### config.mk
export PLATFORM = sky130hd
export DESIGN_NAME = msg_frame_decoder
export DESIGN_NICKNAME = d
export VERILOG_FILES = /design/src/rtl/msg_pkg.sv /design/src/rtl/msg_gap_timer.sv /design/src/rtl/msg_frame_decoder.sv
export SDC_FILE = /design/constraint.sdc
export NUM_CORES = 1
export LEC_CHECK = 0
export CORE_MARGIN = 2
export CORE_UTILIZATION = 40
export DETAILED_ROUTE_END_ITERATION = 7
export GPL_ROUTABILITY_DRIVEN = 0
export MAX_ROUTING_LAYER = met4
export SYNTH_ARGS = -nofsm -noshare
export SYNTH_HDL_FRONTEND = slang
export SYNTH_SLANG_ARGS = --single-unit
export TNS_END_PERCENT = 50
### constraint.sdc
create_clock -name clk_50M -period 4 [get_ports clk_50M]
set_input_delay 0.6 -clock clk_50M [delete_from_list [all_inputs] [get_ports clk_50M]]
set_output_delay 0.6 -clock clk_50M [all_outputs]
set_load 0.1 [all_outputs]
### src/rtl/msg_pkg.sv
// Shared ASCII, frame-type and unit encodings for the status message transmitter and decoder.
// Latency: none (constants and pure functions only).
// Backpressure: not applicable.
package msg_pkg;

   localparam logic [7:0] CH_F    = 8'h46;
   localparam logic [7:0] CH_I    = 8'h49;
   localparam logic [7:0] CH_M    = 8'h4D;
   localparam logic [7:0] CH_B    = 8'h42;
   localparam logic [7:0] CH_P    = 8'h50;
   localparam logic [7:0] CH_D    = 8'h44;
   localparam logic [7:0] CH_E    = 8'h45;
   localparam logic [7:0] CH_N    = 8'h4E;
   localparam logic [7:0] CH_S    = 8'h53;
   localparam logic [7:0] CH_U    = 8'h55;
   localparam logic [7:0] CH_C    = 8'h43;
   localparam logic [7:0] CH_R    = 8'h52;
   localparam logic [7:0] CH_1    = 8'h31;
   localparam logic [7:0] CH_2    = 8'h32;
   localparam logic [7:0] CH_3    = 8'h33;
   localparam logic [7:0] CH_4    = 8'h34;
   localparam logic [7:0] CH_DASH = 8'h2D;
   localparam logic [7:0] CH_HASH = 8'h23;

   typedef enum logic [1:0] {
      MSG_FIM = 2'd0,
      MSG_BPM = 2'd1,
      MSG_BDM = 2'd2,
      MSG_END = 2'd3
   } msg_type_t;

   typedef enum logic [1:0] {
      UNIT_E = 2'd0,
      UNIT_C = 2'd1,
      UNIT_R = 2'd2
   } unit_t;

   // What a frame position will accept: a literal, any unit letter, or any digit.
   typedef enum logic [1:0] {
      EXP_NONE  = 2'd0,
      EXP_LIT   = 2'd1,
      EXP_UNIT  = 2'd2,
      EXP_DIGIT = 2'd3
   } exp_cls_t;

   typedef struct packed {
      exp_cls_t   cls;
      logic [7:0] ch;
   } exp_chr_t;

   function automatic logic is_unit(input logic [7:0] b);
      return (b == CH_E) || (b == CH_C) || (b == CH_R);
   endfunction

   function automatic logic [1:0] unit_code(input logic [7:0] b);
      logic [1:0] u;
      u = UNIT_E;
      if (b == CH_C) u = UNIT_C;
      if (b == CH_R) u = UNIT_R;
      return u;
   endfunction

   function automatic logic is_digit(input logic [7:0] b);
      return (b >= CH_1) && (b <= CH_4);
   endfunction

   function automatic logic [1:0] digit_code(input logic [7:0] b);
      return b[1:0] - 2'd1;
   endfunction

endpackage

### src/rtl/msg_gap_timer.sv
// Inter-byte gap timer: counts enabled cycles without a byte, flags the TIMEOUT_CYCLES-th one.
// Latency: expired is combinational from the count register and the current clear/enable.
// Backpressure: none; clear wins over expiry in the same cycle.
module msg_gap_timer #(
   parameter int TIMEOUT_CYCLES = 50000000
) (
   input  logic clk_50M,
   input  logic rst_n,
   input  logic clear,
   input  logic enable,
   output logic expired
);

   localparam int W = $clog2(TIMEOUT_CYCLES + 1);
   localparam logic [W-1:0] LAST = W'(TIMEOUT_CYCLES - 1);

   logic [W-1:0] cnt_q;

   assign expired = enable && !clear && (cnt_q == LAST);

   always_ff @(posedge clk_50M or negedge rst_n) begin
      if (!rst_n) begin
         cnt_q <= '0;
      end else if (clear || !enable) begin
         cnt_q <= '0;
      end else if (cnt_q != LAST) begin
         cnt_q <= cnt_q + 1'b1;
      end
   end

endmodule

### src/rtl/msg_frame_decoder.sv
// Validates FIM/BPM/BDM/END ASCII frames from uart_rx and strobes decoded fields or an error.
// Latency: msg_valid / frame_error rise one cycle after the deciding byte or gap expiry.
// Backpressure: none; every rx_valid byte is consumed, bytes may arrive back-to-back.
module msg_frame_decoder #(
   parameter int TIMEOUT_CYCLES = 50000000,
   parameter int MAX_LEN        = 13
) (
   input  logic       clk_50M,
   input  logic       rst_n,
   input  logic [7:0] rx_data,
   input  logic       rx_valid,
   output logic       msg_valid,
   output logic [1:0] msg_type,
   output logic [1:0] unit_id,
   output logic [1:0] su_id,
   output logic [1:0] block_id,
   output logic       frame_error
);

   import msg_pkg::*;

   typedef enum logic [1:0] {
      S_IDLE    = 2'd0,
      S_RECV    = 2'd1,
      S_DISCARD = 2'd2,
      S_DONE    = 2'd3
   } state_t;

   localparam logic [3:0] LAST_IDX = 4'(MAX_LEN - 1);

   state_t     state_q, state_d;
   logic [3:0] idx_q, idx_d;
   msg_type_t  typ_q, typ_d;
   logic [1:0] cap_unit_q, cap_unit_d;
   logic [1:0] cap_su_q, cap_su_d;
   logic [1:0] cap_blk_q, cap_blk_d;
   logic       msg_vld_d, err_d;
   logic       gap_en, gap_expired;
   exp_chr_t   exp_c;
   logic       hit, to_bdm, is_term;

   function automatic exp_chr_t lit(input logic [7:0] c);
      return '{cls: EXP_LIT, ch: c};
   endfunction

   function automatic exp_chr_t wild(input exp_cls_t c);
      return '{cls: c, ch: 8'h00};
   endfunction

   // Expected character per (type, position); BPM stands in for both B frames until idx 1.
   function automatic exp_chr_t exp_chr(input msg_type_t t, input logic [3:0] i);
      exp_chr_t e;
      e = wild(EXP_NONE);
      case (t)
         MSG_FIM: case (i)
            4'd0: e = lit(CH_F);        4'd1: e = lit(CH_I);
            4'd2: e = lit(CH_M);        4'd3: e = lit(CH_DASH);
            4'd4: e = wild(EXP_UNIT);   4'd5: e = lit(CH_S);
            4'd6: e = lit(CH_U);        4'd7: e = wild(EXP_DIGIT);
            4'd8: e = lit(CH_DASH);     4'd9: e = lit(CH_HASH);
            default: e = wild(EXP_NONE);
         endcase
         MSG_BPM: case (i)
            4'd0: e = lit(CH_B);        4'd1: e = lit(CH_P);
            4'd2: e = lit(CH_M);        4'd3: e = lit(CH_DASH);
            4'd4: e = lit(CH_S);        4'd5: e = lit(CH_U);
            4'd6: e = lit(CH_DASH);     4'd7: e = lit(CH_B);
            4'd8: e = wild(EXP_DIGIT);  4'd9: e = lit(CH_DASH);
            4'd10: e = lit(CH_HASH);
            default: e = wild(EXP_NONE);
         endcase
         MSG_BDM: case (i)
            4'd0: e = lit(CH_B);        4'd1: e = lit(CH_D);
            4'd2: e = lit(CH_M);        4'd3: e = lit(CH_DASH);
            4'd4: e = wild(EXP_UNIT);   4'd5: e = lit(CH_S);
            4'd6: e = lit(CH_U);        4'd7: e = wild(EXP_DIGIT);
            4'd8: e = lit(CH_DASH);     4'd9: e = lit(CH_B);
            4'd10: e = wild(EXP_DIGIT); 4'd11: e = lit(CH_DASH);
            4'd12: e = lit(CH_HASH);
            default: e = wild(EXP_NONE);
         endcase
         default: case (i)
            4'd0: e = lit(CH_E);        4'd1: e = lit(CH_N);
            4'd2: e = lit(CH_D);        4'd3: e = lit(CH_DASH);
            4'd4: e = lit(CH_HASH);
            default: e = wild(EXP_NONE);
         endcase
      endcase
      return e;
   endfunction

   assign gap_en = (state_q == S_RECV) || (state_q == S_DISCARD);

   msg_gap_timer #(
      .TIMEOUT_CYCLES(TIMEOUT_CYCLES)
   ) u_gap_timer (
      .clk_50M (clk_50M),
      .rst_n   (rst_n),
      .clear   (rx_valid),
      .enable  (gap_en),
      .expired (gap_expired)
   );

   always_comb begin
      state_d    = state_q;
      idx_d      = idx_q;
      typ_d      = typ_q;
      cap_unit_d = cap_unit_q;
      cap_su_d   = cap_su_q;
      cap_blk_d  = cap_blk_q;
      msg_vld_d  = 1'b0;
      err_d      = 1'b0;
      hit        = 1'b0;

      exp_c   = exp_chr(typ_q, idx_q);
      to_bdm  = (typ_q == MSG_BPM) && (idx_q == 4'd1) && (rx_data == CH_D);
      is_term = (exp_c.cls == EXP_LIT) && (exp_c.ch == CH_HASH);
      case (exp_c.cls)
         EXP_LIT:   hit = (rx_data == exp_c.ch);
         EXP_UNIT:  hit = is_unit(rx_data);
         EXP_DIGIT: hit = is_digit(rx_data);
         default:   hit = 1'b0;
      endcase
      hit = (hit || to_bdm) && (idx_q <= LAST_IDX);

      case (state_q)
         // DONE only exists to show the strobe; incoming bytes are handled as in IDLE.
         S_IDLE, S_DONE: begin
            state_d = S_IDLE;
            idx_d   = 4'd0;
            if (rx_valid && ((rx_data == CH_F) || (rx_data == CH_B) || (rx_data == CH_E))) begin
               state_d    = S_RECV;
               idx_d      = 4'd1;
               cap_unit_d = 2'd0;
               cap_su_d   = 2'd0;
               cap_blk_d  = 2'd0;
               typ_d      = (rx_data == CH_F) ? MSG_FIM :
                            (rx_data == CH_B) ? MSG_BPM : MSG_END;
            end
         end
         S_RECV: begin
            if (rx_valid) begin
               if (hit && is_term) begin
                  state_d   = S_DONE;
                  msg_vld_d = 1'b1;
               end else if (hit) begin
                  idx_d = idx_q + 4'd1;
                  if (to_bdm) typ_d = MSG_BDM;
                  if (exp_c.cls == EXP_UNIT) cap_unit_d = unit_code(rx_data);
                  if (exp_c.cls == EXP_DIGIT) begin
                     if (idx_q == 4'd7) cap_su_d = digit_code(rx_data);
                     else               cap_blk_d = digit_code(rx_data);
                  end
               end else begin
                  err_d   = 1'b1;
                  state_d = (rx_data == CH_HASH) ? S_IDLE : S_DISCARD;
               end
            end else if (gap_expired) begin
               err_d   = 1'b1;
               state_d = S_IDLE;
            end
         end
         S_DISCARD: begin
            if (rx_valid) begin
               if (rx_data == CH_HASH) state_d = S_IDLE;
            end else if (gap_expired) begin
               state_d = S_IDLE;
            end
         end
         default: state_d = S_IDLE;
      endcase
   end

   always_ff @(posedge clk_50M or negedge rst_n) begin
      if (!rst_n) begin
         state_q     <= S_IDLE;
         idx_q       <= 4'd0;
         typ_q       <= MSG_FIM;
         cap_unit_q  <= 2'd0;
         cap_su_q    <= 2'd0;
         cap_blk_q   <= 2'd0;
         msg_valid   <= 1'b0;
         frame_error <= 1'b0;
         msg_type    <= 2'd0;
         unit_id     <= 2'd0;
         su_id       <= 2'd0;
         block_id    <= 2'd0;
      end else begin
         state_q     <= state_d;
         idx_q       <= idx_d;
         typ_q       <= typ_d;
         cap_unit_q  <= cap_unit_d;
         cap_su_q    <= cap_su_d;
         cap_blk_q   <= cap_blk_d;
         msg_valid   <= msg_vld_d;
         frame_error <= err_d;
         if (msg_vld_d) begin
            msg_type <= typ_q;
            unit_id  <= cap_unit_q;
            su_id    <= cap_su_q;
            block_id <= cap_blk_q;
         end
      end
   end

endmodule

## Yosys cells after proc, flatten, opt, wreduce, memory -nomap -nowiden

Memories as Yosys holds them, arrays and structs flattened.
Cells that the tools add are included.
W data, S select, Z words.

| operators by class | value |
|---|---|
| multiplexer cells | 55 |
| bitwise operators | 0 |
| shift operators | 0 |
| $mul | 0 |
| magnitude comparators | 3 |
| reductions and logical operators | 30 |
| add/sub/neg operators | 3 |
| eq/ne operators | 35 |
| divide/modulo/power cells | 0 |

Operator list:

| operator | number |
|---|---|
| $mux W2 | 30 |
| $mux W26 | 2 |
| $eq A8 B7 Y1 const B | 6 |
| $pmux W9 S5 | 1 |
| $pmux W10 S3 | 1 |
| $add A26 B1 Y26 const B | 1 |
| $eq A26 B26 Y1 const B | 1 |
| $ne A26 B26 Y1 const B | 1 |
| $eq A8 B6 Y1 const B | 2 |
| $pmux W2 S2 | 4 |
| $reduce_and A7 Y1 | 2 |
| $mux W4 | 3 |
| $ne A2 B2 Y1 const B | 6 |
| $reduce_and A6 Y1 | 2 |
| $mux W1 | 11 |
| $eq A2 B2 Y1 const B | 5 |
| $logic_and A1 B1 Y1 | 9 |
| $eq A4 B2 Y1 const B | 2 |
| $eq A4 B3 Y1 const B | 2 |
| $eq A8 B8 Y1 | 1 |
| $ge A8 B6 Y1 const B | 1 |
| $le A8 B6 Y1 const B | 1 |
| $pmux W4 S2 | 1 |
| $logic_or A1 B1 Y1 | 7 |
| other kinds (17) | 24 |

| word-level totals | value |
|---|---|
| bits of input ports | 11 |
| register bits after elaboration | 50 |
| memories kept | 3 |
| latch bits | 0 |
| output and inout bits | 10 |
| memory bits (writable) | 0 |
| memory bits (read-only) | 432 |
| word-level logic and storage cells | 142 |

Memories:

| memory | words | width | read ports | clocked after memory_dff | wr ports | RTL line | RTL |
|---|---|---|---|---|---|---|---|
| (name not given) | 16 | 9 | 1 | 0 | 0 | msg_frame_decoder.sv:55 | `MSG_FIM: case (i)` |
| (name not given) | 16 | 9 | 1 | 0 | 0 | msg_frame_decoder.sv:63 | `MSG_BPM: case (i)` |
| (name not given) | 16 | 9 | 1 | 0 | 0 | msg_frame_decoder.sv:72 | `MSG_BDM: case (i)` |

## Logic depth before layout (Yosys ltp)

Gate-level depths: netlist of run 1.

| depth | value |
|---|---|
| depth after elaboration | 11 |
| gate-level depth with buffers | 13 |
| mapped depth without buffers | 11 |

## Modules after synthesis

Synthesis of run 1 repeated with hierarchy kept, for this count alone.

| unflattened totals | value |
|---|---|
| cell total of the unflattened synthesis | 441 |
| area, all modules | 3,907.5 um^2 |

Modules (own cells, without submodules):

| module | cells each | area each (um^2) | seq. area each (um^2) | instances |
|---|---|---|---|---|
| msg_frame_decoder | 273 | 2,336.0 | 600.6 | 1 |
| msg_gap_timer | 168 | 1,571.5 | 650.6 | 1 |

## Worst setup path after synthesis of run 1

No wires, ideal clock.

| timing | value |
|---|---|
| path type | register to register |
| from | reg idx_q[1] |
| to | reg block_id[0] |
| setup slack | 0.592 ns |
| data arrival time | 3.283 ns |
| buffers on the path | 2 |
| clock period less this slack | 3.408 ns |
| stages on the path, launching flop included | 13 |
| setup time | 0.125 ns |
| data required time | 3.875 ns |
| cell sequence | dfrtp_1 > inv_1 > ha_1 > buf_6 > o32a_1 > a311o_1 > a21oi_1 > o2111ai_1 > o41ai_4 > nand3_2 > or2_1 > buf_4 > mux2_4 |

| between the ends | value |
|---|---|
| cells in the longest elaborated chain, start to end | 11 |
| elaborated cells between the ends (all ways) | 26 |
| classes of those cells | 1 x order compare; 9 x eq/ne; 6 x mux; 7 x reduce/logical; 3 x memory |

Ends and longest elaborated chain:

| item | RTL line | RTL |
|---|---|---|
| from (decl) | msg_frame_decoder.sv:32 | `logic [3:0] idx_q, idx_d;` |
| from (signal assigned) | msg_frame_decoder.sv:190 | `idx_q <= idx_d;` |
| parallel branches: the longest is 7 deep, another holds $mem_v2 Z16 W9 | - |  |
| $logic_and A1 B1 Y1 (*) | msg_frame_decoder.sv:143 | `if (hit && is_term) begin` |
| $mux W1 (*) | msg_frame_decoder.sv:143 |  |
| $mux W1 (*) | msg_frame_decoder.sv:142 | `if (rx_valid) begin` |
| $mux W1 (*) | msg_frame_decoder.sv:126 | `case (state_q)` |
| to (signal assigned) | msg_frame_decoder.sv:201 | `block_id <= cap_blk_q;` |
| to (decl) | msg_frame_decoder.sv:16 | `output logic [1:0] block_id,` |

Every way passes the cells marked *.
A chain may end at the register's enable or synchronous reset.

## Final worst setup path of run 1

| timing | value |
|---|---|
| from | reg idx_q[0] |
| to | reg block_id[0] |

Same word-level chain as after synthesis.

==> results of run 1 <==
## worst paths after layout
path | startpoint | to | slack (ns) | depth (start not counted)
max in group asynchronous | rst_n | u_gap_timer.cnt_q[20]$_DFFE_PN0N_ | 3.17 | 2
max | idx_q[0]$_DFFE_PN0P_ | block_id[0]$_DFFE_PN0P_ | 0.31 | 11
max reg2reg | idx_q[0]$_DFFE_PN0P_ | block_id[0]$_DFFE_PN0P_ | 0.31 | 11
min in group clk_50M | unit_id[1]$_DFFE_PN0P_ | unit_id[1]$_DFFE_PN0P_ | 0.52 | 1
min reg2reg | unit_id[1]$_DFFE_PN0P_ | unit_id[1]$_DFFE_PN0P_ | 0.52 | 1
min | rst_n | msg_type[0]$_DFFE_PN0P_ | 0.40 | 2
## synthesized netlist by cell type (all sizes together), types with 3 or more instances
master | instances | share of area (%)
nor2 | 48 | 4.7
ha | 18 | 5.9
o211ai | 6 | 1.2
o31ai | 5 | 0.98
buf | 15 | 3.2
a31oi | 5 | 0.81
nand4 | 6 | 0.98
or2 | 5 | 0.81
nand2b | 13 | 2.1
mux2 | 9 | 3.4
dfrtp | 50 | 33
and3b | 4 | 0.91
xnor2 | 8 | 1.8
nand2 | 50 | 4.9
nor2b | 10 | 1.6
nor4b | 4 | 1.1
and2 | 4 | 0.65
mux2i | 13 | 3.4
nand3 | 20 | 2.7
clkbuf | 8 | 0.78
a21oi | 22 | 2.9
o41ai | 4 | 1.4
a32oi | 3 | 0.68
or3 | 5 | 0.81
o22ai | 3 | 0.49
inv | 17 | 1.7
a21o | 3 | 0.59
xor2 | 17 | 3.9
nor3b | 4 | 0.91
o21ai | 25 | 3.3
nor3 | 8 | 1.0
nor4 | 5 | 0.81
## cell usage in the layout, fill, tap and decap left out, types with 3 or more instances in the layout
| cell type | count |
|---|---|
| a21oi_1 | 22 |
| a32oi_1 | 3 |
| nor4b_1 | 3 |
| xor2_1 | 17 |
| a31oi_1 | 5 |
| ha_1 | 17 |
| nand4_1 | 6 |
| nand2_1 | 50 |
| o211ai_1 | 6 |
| dfrtp_1 | 50 |
| and2_1 | 4 |
| clkdlybuf4s50_1 | 19 |
| o21ai_0 | 22 |
| clkbuf_8 | 5 |
| and3b_1 | 4 |
| xnor2_1 | 8 |
| inv_1 | 15 |
| o41ai_1 | 3 |
| o22ai_1 | 3 |
| nand2b_1 | 13 |
| mux2_4 | 8 |
| nor2_1 | 48 |
| or3_1 | 5 |
| mux2i_1 | 13 |
| a21o_1 | 3 |
| nor4_1 | 5 |
| nand3_1 | 19 |
| nor3b_1 | 3 |
| buf_4 | 12 |
| or2_1 | 3 |
| nor2b_1 | 10 |
| o21ai_1 | 3 |
| nor3_1 | 8 |
| o31ai_1 | 5 |
## through the flow
| stage | area [um2] | instances | worst slack [ns] |
|---|---|---|---|
| 6_report | 4250 | 595 | 0.308 |
| 3_3_place_gp | 4140 | 587 | 0.379 |
| 2_1_floorplan | 3840 | 449 | 0.592 |
| 5_1_grt | 4250 | 595 | 0.0963 |
| 4_1_cts | 4250 | 595 | 0.289 |
| 3_5_place_dp | 4140 | 587 | 0.311 |
## area by class of cell
type / count / area [um2]
Timing Repair Buffer: 32 / 285
Multi-Input combinational cell: 359 / 2380
Tap cell: 129 / 161
Fill cell: 943 / 5030
Inverter: 17 / 63.8
Clock inverter: 2 / 37.5
Sequential cell: 50 / 1250
Clock buffer: 6 / 72.6
## kinds of logic (layout without fill, tap and decap cells)
kind of cell             count (synthesis)  count (layout)  synth area share, %
AND/OR/NAND/NOR                        195             195                 26.1
AO/OA/AOI/OAI                           99              99                 17.4
flip-flops                              50              50                 32.6
buffers and inverters                   40              57                 5.60
XOR/XNOR                                25              25                 5.70
multiplexers                            22              22                 6.81
adder cells (fa/ha/maj)                 18              18                 5.86
## registers in the layout, summed over array words and instances (netlist names)
register	flops
unit_id	2
su_id	2
cap_unit_q	2
cap_su_q	2
cap_blk_q	2
idx_q	4
msg_valid	1
u_gap_timer.cnt_q	26
state_q	2
frame_error	1
typ_q	2
msg_type	2
block_id	2
## routing by layer
layer  up-vias  track usage [%]
li1       1629                -
met1      1595             27.1
met2       101             29.9
met3         7             2.94
met4         0             2.97
met5         -                -
## where the power goes
part / switching, mW / internal (mW)
Clock: 0.164 / 0.187
Sequential: 0.0373 / 0.514
Combinational: 0.223 / 0.140
## what timing repair did
item | CTS | global route
setup endpoints to repair | 0 | 8
hold buffers | 0 | 0
resized for setup | 0 | 1
setup buffers | 0 | 0
==> flow_metrics.env, run 1 <==
export IMPL_ys_ff_latch=50
export IMPL_clkLatencyLatePin_ns=0.30
export IMPL_nNetsFinal=494
export IMPL_antenna_cells=0
export IMPL_fin_crit_sh_pct=92.3
export IMPL_first_iter_violations=216
export IMPL_drcViolationCount=0
export IMPL_syn_inst=449
export IMPL_vias_per_cell=5.60
export IMPL_grt_pass1_vias=3144
export IMPL_totalWireLength_um=9320
export IMPL_relSlewSlack_pct=34.5
export IMPL_wl_met1_um=4290
export IMPL_vias=3332
export IMPL_yosysUniqueCellTypes=67
export IMPL_clock_root_buffer="clkbuf_8"
export IMPL_clockBufferDepth=2
export IMPL_crit_family="compound AO/OA/AOI/OAI gates"
export IMPL_dieWidth_um=102
export IMPL_grt_pass1_wl_um=15700
export IMPL_crit_chain="inv_1 > ha_2 > nor2_1 > o21ai_0 > nand2_1 > a31oi_1 > o2111ai_1 > o41ai_4 > nand3_2 > or2_1 > mux2_4"
export IMPL_placementRows=35
export IMPL_outcome="completed"
export IMPL_grt_usage_pct=19.2
export IMPL_arrival_ns=3.88
export IMPL_finClkSkew_ns=0.00591
export IMPL_final_core_util_pct=45.8
export IMPL_grt_max_degree=51
export IMPL_areaGrowthSynthToFinish_pct=10.6
export IMPL_ios=21
export IMPL_rsz0062_at_grt="no"
export IMPL_required_ns=4.19
export IMPL_cts_buffers=5
export IMPL_worst_pin_slew_ns=0.980
export IMPL_avgSynthCellArea_um2=8.56
export IMPL_globalRoute_totalOverflow=0
export IMPL_ys_flop_type="dfrtp_1"
export IMPL_cp_end_kind="flop"
export IMPL_synth_edf_count=0
export IMPL_detail_route_wl_per_cell_um=15.7
export IMPL_total_power_mw=1.27
export IMPL_dr_wl_met2_um=4450
export IMPL_clkTransAtPathRegs_ns=0.09
export IMPL_fp_dieH_um=102
export IMPL_finalSetupViolCount=0
export IMPL_slew_viol_final=0
export IMPL_p_leak_nw=1.72
export IMPL_htree_levels=2
export IMPL_syn_area_um2=3840
export IMPL_fmax_mhz=271
export IMPL_start_util_pct=41.4
export IMPL_powerDensity_nw_per_um2=298
export IMPL_routed_wl_met3_um=528
export IMPL_peakVddDrop_mv=0.176
export IMPL_ant_nets=0
export IMPL_final_layout_size_suffix_gt1_share_pct=7.94
export IMPL_cp_num_buf_inv=1
export IMPL_fin_tns_setup_ns=0
export IMPL_critPathMaxFanout=13
export IMPL_ys_seq_area_share_pct=32.6
export IMPL_cts_sinks=50
export IMPL_slowest_delay_ns=0.51
export IMPL_whs_ns=0.395
export IMPL_drv_cap=0
export IMPL_firstDrtPassIters=5
export IMPL_finalHoldViolCount=0
export IMPL_core_area_um2=9280
export IMPL_fin_crit_ns=3.69
export IMPL_setup_worst_path_class="reg2reg"
export IMPL_cts_tree="yes"
export IMPL_die_area_um2=10400
export IMPL_slowest_stage="ha_2"
export IMPL_hold_path_class="in2async"
export IMPL_antenna_found_initial=0
export IMPL_hpwlAfterDp_um=6720
export IMPL_crit_path_start_kind="flop"
export IMPL_port_buffer_count=20
export IMPL_routed_top_layer="met4"
export IMPL_yosysWarnings=0
export IMPL_synth_nets=478
export IMPL_synthArstFlopShare_pct=100
No activity file was read; power rests on OpenSTA's default activity.
==> run 2, diff against run 1 <==
--- a/config.mk
+++ b/config.mk
@@ -10,6 +10,7 @@
 export DETAILED_ROUTE_END_ITERATION = 7
 export GPL_ROUTABILITY_DRIVEN = 0
 export MAX_ROUTING_LAYER = met4
+export PLACE_DENSITY = 0.67
 export SYNTH_ARGS = -nofsm -noshare
 export SYNTH_HDL_FRONTEND = slang
 export SYNTH_SLANG_ARGS = --single-unit
==> run 2 against run 1 <==
  * Largest cell class unchanged
  * Wire length decreased by 2.2%
  * Flip-flop and latch count stayed put
  * Clock power shrank 12%
  * Clock skew fell by 0.00060 ns
  * Critical path type unchanged
  * Largest power group unchanged
  * First-iteration DRC count is 6.0% lower
  * Sequential share of layout area increased by 0.17 points
  * Worst hold slack got worse by 0.015 ns
  * Cell count down 0.17%
  * Combinational power hardly changed
  * Critical endpoint is now block_id[1]$_DFFE_PN0P_
  * Critical path depth stayed put
  * Clock-buffer cell count unchanged
  * Fmax up 0.27%
==> flow_metrics.env, run 2 (same netlist as run 1, synthesis figures left out) <==
export IMPL_outcome="completed"
export IMPL_start_util_pct=41.4
export IMPL_final_layout_size_suffix_gt1_share_pct=7.74
export IMPL_hpwlAfterDp_um=6610
export IMPL_powerDensity_nw_per_um2=288
export IMPL_totalWireLength_um=9120
export IMPL_clock_root_buffer="clkbuf_8"
export IMPL_placementRows=35
export IMPL_peakVddDrop_mv=0.109
export IMPL_cp_startpoint="idx_q[0]$_DFFE_PN0P_"
export IMPL_vias=3355
export IMPL_worst_r2r_setup_slack_ns=0.32
export IMPL_firstDrtPassIters=5
export IMPL_clkTransAtPathRegs_ns=0.09
export IMPL_areaGrowthSynthToFinish_pct=9.96
export IMPL_dieWidth_um=102
export IMPL_htree_levels=2
export IMPL_die_area_um2=10400
export IMPL_finClkSkew_ns=0.00532
export IMPL_clkLatencyLatePin_ns=0.30
export IMPL_core_area_um2=9280
export IMPL_rsz0062_at_grt="no"
export IMPL_nNetsFinal=493
export IMPL_globalRoute_totalOverflow=0
export IMPL_combPwrFrac_pct=29.8
export IMPL_detail_route_wl_per_cell_um=15.4
export IMPL_critPathMaxFanout=13
export IMPL_fin_tns_setup_ns=0
export IMPL_pwr_share_clk_pct=25.4
export IMPL_cts_hold_fix_buffers=0
export IMPL_largest_reg_flops=26
export IMPL_switching_power_mw=0.429
export IMPL_antenna_cells=0
export IMPL_slew_viol_final=0
export IMPL_port_buffer_count=20
export IMPL_r2r_start="idx_q[0]$_DFFE_PN0P_"
export IMPL_fillCellCount=941
export IMPL_grt_max_degree=51
export IMPL_worst_pin_slew_ns=0.968
export IMPL_post_place_ws_ns=0.330
export IMPL_reg_largest_list="u_gap_timer.cnt_q: 26 flops, idx_q: 4 flops"
export IMPL_power_internal_mw=0.788
export IMPL_switching_share_pct=35.3
export IMPL_ant_nets=0
export IMPL_finalSetupViolCount=0
export IMPL_cp_endpoint="block_id[1]$_DFFE_PN0P_"
export IMPL_grt_usage_pct=18.7
export IMPL_arrival_ns=3.88
export IMPL_clockBufferDepth=2
export IMPL_cts_sinks=50
export IMPL_seq_power_share_pct=44.8
export IMPL_p_leak_nw=1.71
export IMPL_cp_end_kind="flop"
export IMPL_cts_resized=0
export IMPL_cts_buffers=5
export IMPL_mostFrequentLayoutCells="50 x nand2_1, 50 x dfrtp_1, 48 x nor2_1, 22 x o21ai_0, 22 x a21oi_1"
export IMPL_vias_per_cell=5.65
export IMPL_whs_ns=0.380
export IMPL_drv_cap=0
export IMPL_postCtsSetupRepairBufs=0
export IMPL_grt_pass1_wl_um=15300
export IMPL_fmax_mhz=272
export IMPL_final_core_util_pct=45.5
export IMPL_crit_path_start_kind="flop"
export IMPL_fin_ws_ns=0.318
export IMPL_grt_pass1_vias=3115
export IMPL_r2r_end="block_id[1]$_DFFE_PN0P_"
export IMPL_required_ns=4.20
export IMPL_ios=21
export IMPL_hold_path_class="in2async"
export IMPL_ff2ff_path_depth=11
export IMPL_antenna_found_initial=0
export IMPL_fp_dieH_um=102
export IMPL_first_iter_violations=203
export IMPL_regMostFlops="u_gap_timer.cnt_q"
export IMPL_finalHoldViolCount=0
export IMPL_cts_tree="yes"
export IMPL_fin_crit_sh_pct=92.0
export IMPL_relSlewSlack_pct=34.4
export IMPL_fin_crit_ns=3.68
export IMPL_drcViolationCount=0
export IMPL_setup_worst_path_class="reg2reg"
==> run 2: cell types whose count changed in the layout (fill, tap and decap cells not counted) <==
cell / change
buf_4: -1
bufinv_16: -1
clkbuf_1: -1
clkbuf_8: +1
clkinv_2: +1
ha_1: +1
ha_2: -1
==> run 2: worst min-delay path by stage <==
stage | endpoint | slack [ns] | cells after the start
2_1_floorplan | block_id[0]$_DFFE_PN0P_ | 0.30 | 0
3_3_place_gp | su_id[0]$_DFFE_PN0P_ | 0.50 | 1
3_5_place_dp | msg_type[0]$_DFFE_PN0P_ | 0.50 | 1
4_1_cts | block_id[0]$_DFFE_PN0P_ | 0.42 | 2
5_1_grt | block_id[0]$_DFFE_PN0P_ | 0.42 | 2
6_report | msg_type[0]$_DFFE_PN0P_ | 0.38 | 2
==> run 2: critical path, cell delays in order, from the launching register on <==
cell and delay, ns:
dfrtp_1 0.49, inv_1 0.17, ha_1 0.50, nand2b_1 0.26, a21o_1 0.22, a311o_1 0.37, a21oi_1 0.15, o2111ai_1 0.17
o41ai_4 0.28, nand3_2 0.15, or2_1 0.44, mux2_4 0.36
==> run 2: power groups by stage <==
stage                     logic, mW  registers (mW)  clock network (mW)
final                         0.363           0.545               0.309
after global routing          0.395           0.548               0.341
after CTS                     0.354           0.545               0.318
after detailed placement      0.352           0.555                   0
after global placement        0.354           0.554                   0
after floorplan               0.277           0.537                   0
==> run 2: metal layers <==
metal,routed length [um],global-route usage [%],vias to the layer above
met3,568,3.15,24
met1,4170,24.9,1573
li1,-,-,1634
met5,0,-,-
met2,4170,28.9,124
met4,210,6.26,0
==> run 2: area by class of cell <==
class	instances	area [um2]	share of cell area, %
tap	129	161	3.82
clock inverter	2	12.5	0.296
clock buffer	6	82.6	1.95
multi-input combinational	359	2380	56.2
inverter	17	63.8	1.51
timing repair buffer	31	278	6.57
sequential	50	1250	29.6
==> run 2: stage by stage <==
step                cells  instance area (um2)  total power, mW
floorplan             449                 3840            0.814
global placement      586                 4130            0.908
detailed placement    586                 4130            0.907
CTS                   594                 4230             1.22
global route          594                 4230             1.28
finish                594                 4230             1.22
